`src/rtl/display_scan_ctrl.sv`:
```
// Multiplexed 7-segment scan controller: one shared decoder, N common-anode digits,
// blanking guard per slot, frame-boundary commit of new values via load/ack.
// Optional build macro: LEADING_ZERO_BLANK_EN suppresses leading zero digits.
module display_scan_ctrl #(
  parameter int unsigned N_DIGITS     = 4,
  parameter int unsigned SLOT_CYCLES  = 50000,
  parameter int unsigned BLANK_CYCLES = 500
) (
  input  logic                  clk,
  input  logic                  rst,
  input  logic                  load,
  input  logic [4*N_DIGITS-1:0] value,
  output logic                  ack,
  output logic [3:0]            dec_in,
  input  logic [0:6]            seg_in,
  output logic [0:6]            seg_out,
  output logic [N_DIGITS-1:0]   an,
  output logic                  frame_done
);

  localparam int unsigned CNT_W = (SLOT_CYCLES > 1) ? $clog2(SLOT_CYCLES) : 1;
  localparam int unsigned IDX_W = $clog2(N_DIGITS);
  localparam int unsigned BUF_W = 4 * N_DIGITS;

  typedef enum logic {ST_BLANK, ST_DRIVE} state_e;

  state_e              state_q, state_d;
  logic [CNT_W-1:0]    cnt_q, cnt_d;
  logic [IDX_W-1:0]    idx_q, idx_d;
  logic [BUF_W-1:0]    fbuf_q, fbuf_d;
  logic [BUF_W-1:0]    pend_q, pend_d;
  logic                pend_vld_q, pend_vld_d;
  logic                ack_q, ack_d;
  logic                fd_q, fd_d;
  logic [3:0]          dec_q, dec_d;
  logic [0:6]          seg_q, seg_d;
  logic [N_DIGITS-1:0] an_q, an_d;
  logic                slot_end_c, frame_wrap_c, drive_start_c, suppress_c;

  function automatic logic [3:0] nibble_at(input logic [BUF_W-1:0] b,
                                           input logic [IDX_W-1:0] idx);
    logic [3:0] n;
    n = 4'd0;
    for (int i = 0; i < int'(N_DIGITS); i++) begin
      if (IDX_W'(i) == idx) n = b[i*4 +: 4];
    end
    return n;
  endfunction

`ifdef LEADING_ZERO_BLANK_EN
  // Digit is dark when it and every more significant digit are zero; digit 0 always shows.
  function automatic logic leading_zero(input logic [BUF_W-1:0] b,
                                        input logic [IDX_W-1:0] idx);
    logic z;
    z = (idx != '0);
    for (int i = 0; i < int'(N_DIGITS); i++) begin
      if ((IDX_W'(i) >= idx) && (b[i*4 +: 4] != 4'd0)) z = 1'b0;
    end
    return z;
  endfunction
`endif

  always_comb begin
    state_d     = state_q;
    cnt_d       = cnt_q;
    idx_d       = idx_q;
    fbuf_d      = fbuf_q;
    pend_d      = pend_q;
    pend_vld_d  = pend_vld_q;
    ack_d       = 1'b0;
    fd_d        = 1'b0;
    an_d        = an_q;
    seg_d       = seg_q;

    slot_end_c   = (cnt_q == CNT_W'(SLOT_CYCLES - 1));
    frame_wrap_c = slot_end_c && (idx_q == IDX_W'(N_DIGITS - 1));

    cnt_d = slot_end_c ? '0 : cnt_q + CNT_W'(1);
    if (slot_end_c) idx_d = frame_wrap_c ? '0 : idx_q + IDX_W'(1);

    state_d       = (cnt_d < CNT_W'(BLANK_CYCLES)) ? ST_BLANK : ST_DRIVE;
    drive_start_c = (state_q == ST_BLANK) && (state_d == ST_DRIVE);

`ifdef LEADING_ZERO_BLANK_EN
    suppress_c = leading_zero(fbuf_q, idx_q);
`else
    suppress_c = 1'b0;
`endif

    // New values commit only at the frame wrap; a load on the wrap edge itself wins.
    if (frame_wrap_c) begin
      fd_d       = 1'b1;
      pend_vld_d = 1'b0;
      if (load) begin
        fbuf_d = value;
        ack_d  = 1'b1;
      end else if (pend_vld_q) begin
        fbuf_d = pend_q;
        ack_d  = 1'b1;
      end
    end else if (load) begin
      pend_d     = value;
      pend_vld_d = 1'b1;
    end

    if (state_d == ST_BLANK) begin
      an_d  = '1;
      seg_d = '1;
    end else if (drive_start_c && !suppress_c) begin
      an_d  = ~(N_DIGITS'(1) << idx_q);
      seg_d = seg_in;
    end

    dec_d = nibble_at(fbuf_d, idx_d);
  end

  always_ff @(posedge clk or posedge rst) begin
    if (rst) begin
      state_q    <= ST_BLANK;
      cnt_q      <= '0;
      idx_q      <= '0;
      fbuf_q     <= '0;
      pend_q     <= '0;
      pend_vld_q <= 1'b0;
      ack_q      <= 1'b0;
      fd_q       <= 1'b0;
      dec_q      <= 4'd0;
      seg_q      <= '1;
      an_q       <= '1;
    end else begin
      state_q    <= state_d;
      cnt_q      <= cnt_d;
      idx_q      <= idx_d;
      fbuf_q     <= fbuf_d;
      pend_q     <= pend_d;
      pend_vld_q <= pend_vld_d;
      ack_q      <= ack_d;
      fd_q       <= fd_d;
      dec_q      <= dec_d;
      seg_q      <= seg_d;
      an_q       <= an_d;
    end
  end

  assign ack        = ack_q;
  assign frame_done = fd_q;
  assign dec_in     = dec_q;
  assign seg_out    = seg_q;
  assign an         = an_q;

endmodule

```
`config.mk`:
```
export PLATFORM = sky130hd
export DESIGN_NAME = display_scan_ctrl
export DESIGN_NICKNAME = d
export VERILOG_FILES = /design/src/rtl/display_scan_ctrl.sv
export SDC_FILE = /design/constraint.sdc
export NUM_CORES = 1
export LEC_CHECK = 0
export ABC_CLOCK_PERIOD_IN_PS = 3600
export CAP_MARGIN = 10
export CORE_MARGIN = 2
export CORE_UTILIZATION = 40
export DETAILED_ROUTE_END_ITERATION = 12
export DONT_BUFFER_PORTS = 1
export GPL_ROUTABILITY_DRIVEN = 0
export PLACE_DENSITY_LB_ADDON = 0.3
export SYNTH_ARGS = -nofsm -noshare
export SYNTH_HDL_FRONTEND = slang
export SYNTH_SLANG_ARGS = --single-unit
```
`constraint.sdc`:
```
create_clock -name clk -period 3.6 [get_ports clk]
set_input_delay 0.72 -clock clk [delete_from_list [all_inputs] [get_ports clk]]
set_output_delay 0.72 -clock clk [all_outputs]
set_load 0.02 [all_outputs]
```
Word level (Yosys, flattened, before mapping)
Cells that the tools add are included.
Operators by class
  add/subtract/negate cells: 2
  $mul: 0
  divide/modulo/power cells: 0
  magnitude comparators: 1
  equality and inequality tests: 5
  shifts and indexed selects: 1
  muxes and demuxes: 21
  bitwise gates (word level): 3
  reduce and logical (&&, ||, !) cells: 6
Operators with widths (number)
  two-way mux 16 bit: 4
  two-way mux 4 bit: 6
  adder 16 x 1 -> 16 bit, second input constant: 1
  equality test 16 bit, second input constant: 1
  less-than comparator 16 x 9 -> 1 bit, second input constant: 1
  two-way mux 7 bit: 2
  two-way mux 1 bit: 7
  equality test 2 bit, first input constant: 2
  two-way mux 2 bit: 2
  NOT 4 bit: 1
  nonzero test 2 bit: 2
  << shifter 1 x 2 -> 4 bit, first input constant: 1
  adder 2 x 1 -> 2 bit, second input constant: 1
  equality test 1 x 2 -> 1 bit, first input constant: 1
  equality test 2 bit, second input constant: 1
  logical AND 1 bit: 2
  logical NOT 2 bit: 1
  NOT 1 bit: 2
  AND reduction 2 bit: 1
Storage, ports and cells
  flip-flop bits (word level): 69
  bits in latches: 0
  RAM bits: 0
  memory bits (read-only): 0
  bits of input ports: 26
  memories kept: 0

Depth between registers and ports, before layout
  depth after elaboration: 9
  mapped depth: 9
  gate-level depth less buffers: 8

Worst setup path before layout
OpenSTA, ideal clock, no wires.
  path kind: register to register
  from: reg cnt_q[0]
  to: reg state_q
  data arrival time: 2.069 ns
  slack: 1.411 ns
  cell stages (with the launch flop): 8
  path buffers: 1
  period minus slack after synthesis: 2.189 ns
  cells stage by stage: dfrtp_1 -> ha_1 -> and4bb_2 -> and4_1 -> o21ai_0 -> and4b_2 -> or4b_4 -> buf_6
On the way
  word-level cells in the longest chain between the ends: 4
  elaborated cells on any way between the ends: 5
RTL lines
  start, declared: RTL line 28  | logic [CNT_W-1:0] cnt_q, cnt_d;
  start signal, assigned: RTL line 132  | cnt_q <= cnt_d;
  adder 16 x 1 -> 16 bit or equality test 16 bit (tied branches): RTL line 78, 75
  two-way mux 16 bit (*): RTL line 78  | cnt_d = slot_end_c ? '0 : cnt_q + CNT_W'(1);
  less-than comparator 16 x 9 -> 1 bit (*): RTL line 81  | state_d = (cnt_d < CNT_W'(BLANK_CYCLES)) ? ST_BLANK : ST_DRIVE;
  two-way mux 1 bit (*): RTL line 81
  via state_d: RTL line 27  | state_e state_q, state_d;
  end signal, assigned: RTL line 131  | state_q <= state_d;
  end, declared: RTL line 27
Mark *: on every way through the listed nets, which the timed path passes. The rest lies on a longest branch.
A chain may end at the register's enable or synchronous reset.

Final worst setup path
  from: reg cnt_q[0]
  to: reg an_q[3], in the netlist an[3]
On the way
  word-level cells in the longest chain between the ends: 6
  elaborated cells on any way between the ends: 8
RTL lines
  adder 16 x 1 -> 16 bit or equality test 16 bit (tied branches): RTL line 78, 75
  two-way mux 16 bit (*): RTL line 78
  less-than comparator 16 x 9 -> 1 bit (*): RTL line 81
  two-way mux 1 bit: RTL line 81
  logical AND 1 bit: RTL line 82  | drive_start_c = (state_q == ST_BLANK) && (state_d == ST_DRIVE);
  nonzero test 2 bit (no line)
  end signal, assigned: RTL line 141  | an_q <= an_d;
  end, declared: RTL line 37  | logic [N_DIGITS-1:0] an_q, an_d;
Every way passes the cells marked *; elsewhere a longest branch is shown, timed or not.

==> impl_metrics.csv <==
group,metric,value,unit
outcome,status,"finished clean",
critical_path,reg2reg_depth,7,
cts,cts_resized,0,
critical_path,end_kind,"register",
cts,cts_hold_buffers,0,
cells_and_area,fillers,725,
pwr,ir_drop,0.0002418,V
placed_design,dp_slack,0.7506,ns
timing,setup-tns-final,0,ns
global_routing,antenna_found_initial,0,
synth,yosysUniqueCellTypes,34,
cells_and_area,post-route-util,45.77,%
synth,netlist_instances,293,
critical_path,crit_fanout,13,
synth,syn_avg_cell_area,10.90,µm²
critical_path,startpoint_type,"register",
global_routing,grt_pass1_vias,2270,
floorplanning,rows,32,
critical_path,crit_start,"cnt_q[0]",
global_routing,grt_max_degree,30,
global_routing,gr-total-overflow,0,
drt,ant_nets,0,
synth,synth_edf_count,0,
synth,synth_top_area_cell,"dfrtp_1",
critical_path,max_stage_delay,0.61,ns
critical_path,cp_data_required_time,3.85,ns
timing,fin_skew,0.01059,ns
placed_design,io_buffers,0,
global_routing,grt_pass1_wl,11.32,mm
synth,synthTopCellsByArea,"dfrtp_1 45%, dfstp_2 9.0%, nand3_1 5.6%, mux2_2 5.6%, nand2_1 4.5%",
floorplanning,core_area,7727,µm²
cts,clock_path_buffers,2,
global_routing,grt.total_usage,16.93,%
timing,worst_pin_slew,0.7555,ns
critical_path,path_cells,"ha_1 -> and4bb_2 -> and4_1 -> o21ai_0 -> and4b_2 -> or4b_4 -> o211ai_1",
floorplanning,die-area,8717,µm²
drt,drtPass1Iterations,4,
drt,wl,6.801,mm
synth,synth_ff_type,"dfrtp_1",
cts,cts_setup_buffers,0,
synth,async_flop_share,100.0,%
floorplanning,design.portCount,43,
synth,yosys_warnings,0,
cts,insertion_delay,0.35,ns
critical_path,cp.buffers_inverters,0,
timing,report.final.slew_viol_count,0,
cells_and_area,antenna_cells,0,
synth,synth_area,3194,µm²
placed_design,dp_hpwl,4.581,mm
critical_path,critPathSlowestCell,"or4b_4",
cells_and_area,fin_nets,326,
critical_path,cp.depth,7,
pwr,cellPowerDensity,460.4,nW/µm²
cts,cts_tree,"yes",
timing,setup_slack,0.7589,ns
worst_hold_path,hp-class,"input pin to async pin",
cells_and_area,area_growth_syn_to_layout,10.73,%
timing,hold_viol,0,
synth,yosysSeqAreaShare,54.48,%
synth,synth-seq-cells,69,
drt,wire_per_inst,16.92,µm
synth,synth_nets,324,
timing,period_needed,2.841,ns
pwr,p_leak,1.448,nW
timing,fmax,0.3520,GHz
critical_path,critical-path-top-delay-family,"simple AND/OR/NAND/NOR gates",
pwr,totalPowerFinal,1.629,mW
drt,via_per_inst,5.430,
critical_path,cp.arrival,3.09,ns
cts,cts.clk_slew.worst_paths,0.08,ns
drt,vias,2183,
timing,fin_crit_sh,78.92,%
drt,route.detailed.drc,0,
timing,rsz0062_at_grt,"no",
cts,cts_made_buffers,9,
job,max_cap_viol_count,0,
critical_path,r2r-start,"cnt_q[0]",
cells_and_area,drive_above_1_share,18.67,%
floorplanning,initial_core_util,41.34,%
cts,clock-sinks,69,
synth,synth_top_area_share,45.44,%
cts,htreeDepth,3,
floorplanning,fp.dieH,93.37,µm
timing,slew_headroom,49.51,%
drt,first_iter_violations,85,
timing,setup_viol,0,
floorplanning,fp.dieW,93.37,µm
critical_path,crit_type,"register to register",
cts,cts_root_buf,"clkbuf_8",
-- sequential cells by signal, indices dropped and copies added, names as in the netlist --
signal,cells
ack,1
an,4
cnt_q,16
dec_in,4
fbuf_q,16
frame_done,1
idx_q,2
pend_q,16
pend_vld_q,1
seg_out,7
state_q,1
-- per-layer routing --
metal | track usage [%] | part of all wire (%)
met5 | 0 | 0
met3 | 6.688 | 6.5
met1 | 20.98 | 43
met4 | 6.373 | 2.0
met2 | 26.68 | 49
-- final timing paths --
check	slack, ns	to
worst max-delay path	0.76	an[3]
max in group asynchronous	2.51	pend_q[12]
worst min-delay path	0.32	dec_in[2]
worst min register to register	0.51	pend_q[12]
worst max register to register	0.76	an[3]
min in group clk	0.51	pend_q[12]
-- cell families after synthesis --
| group | share of synthesized area (%) |
|---|---|
| flops | 54.48 |
| fa+ha+maj | 1.958 |
| compound gates | 7.912 |
| simple gates | 18.57 |
| buf+inv | 3.838 |
| mux | 9.401 |
| xor+xnor | 3.839 |
-- cells in the mapped netlist, drive strengths merged (8+ instances only) --
library cell   n
a22oi          8
nor2          21
xor2           9
dfrtp         58
dfstp         11
nand2         38
mux2i         12
a32oi         15
mux2          16
nand3         36
inv           12
buf            9
-- power by group --
part / internal [mW] / switching [mW]
registers: 0.795 / 0.0117
clock network: 0.478 / 0.294
logic: 0.0223 / 0.0284
total: 1.29 / 0.334
-- cell type report --
class                      instances  area (µm²)  share of cell area [%]
multi-input combinational        197        1331                   37.64
clock buffer                      10       137.6                   3.891
inverter                          12       45.04                   1.273
sequential                        69        1740                   49.20
clock inverter                     6       110.1                   3.113
tap                              102       127.6                   3.608
timing repair buffer               6       45.04                   1.273
-- cells in the final DEF, fill, tap and decap left out, types with 2 or more instances in the layout --
cell type    n
dfrtp_1     58
nand2_1     38
nand3_1     36
nor2_1      21
mux2_2      16
a32oi_1     15
mux2i_1     12
inv_1       11
dfstp_2     11
clkbuf_8    10
xor2_1       9
a22oi_1      8
buf_4        6
xnor2_1      5
nor4_1       5
ha_1         5
nor3_1       3
a21oi_1      3
nand4_1      3
nor2b_1      3
bufinv_16    3
and4bb_2     2
and4_1       2
o21ai_0      2
o211a_1      2
clkinvlp_4   2
-- worst register-to-register path: stages, from the launching register on --
cell and delay (ns):
dfrtp_1 0.43, ha_1 0.33, and4bb_2 0.28, and4_1 0.51, o21ai_0 0.17, and4b_2 0.27
or4b_4 0.61, o211ai_1 0.16
-- through the flow --
stage	hold slack [ns]	std cells	area, µm²
finish	0.3158	402	3537
global route	0.3341	402	3537
CTS	0.3167	402	3537
detailed placement	0.4978	386	3289
global placement	0.4895	386	3289
floorplan	0.4710	293	3194
Note: power is estimated with default switching activity, not from simulation.
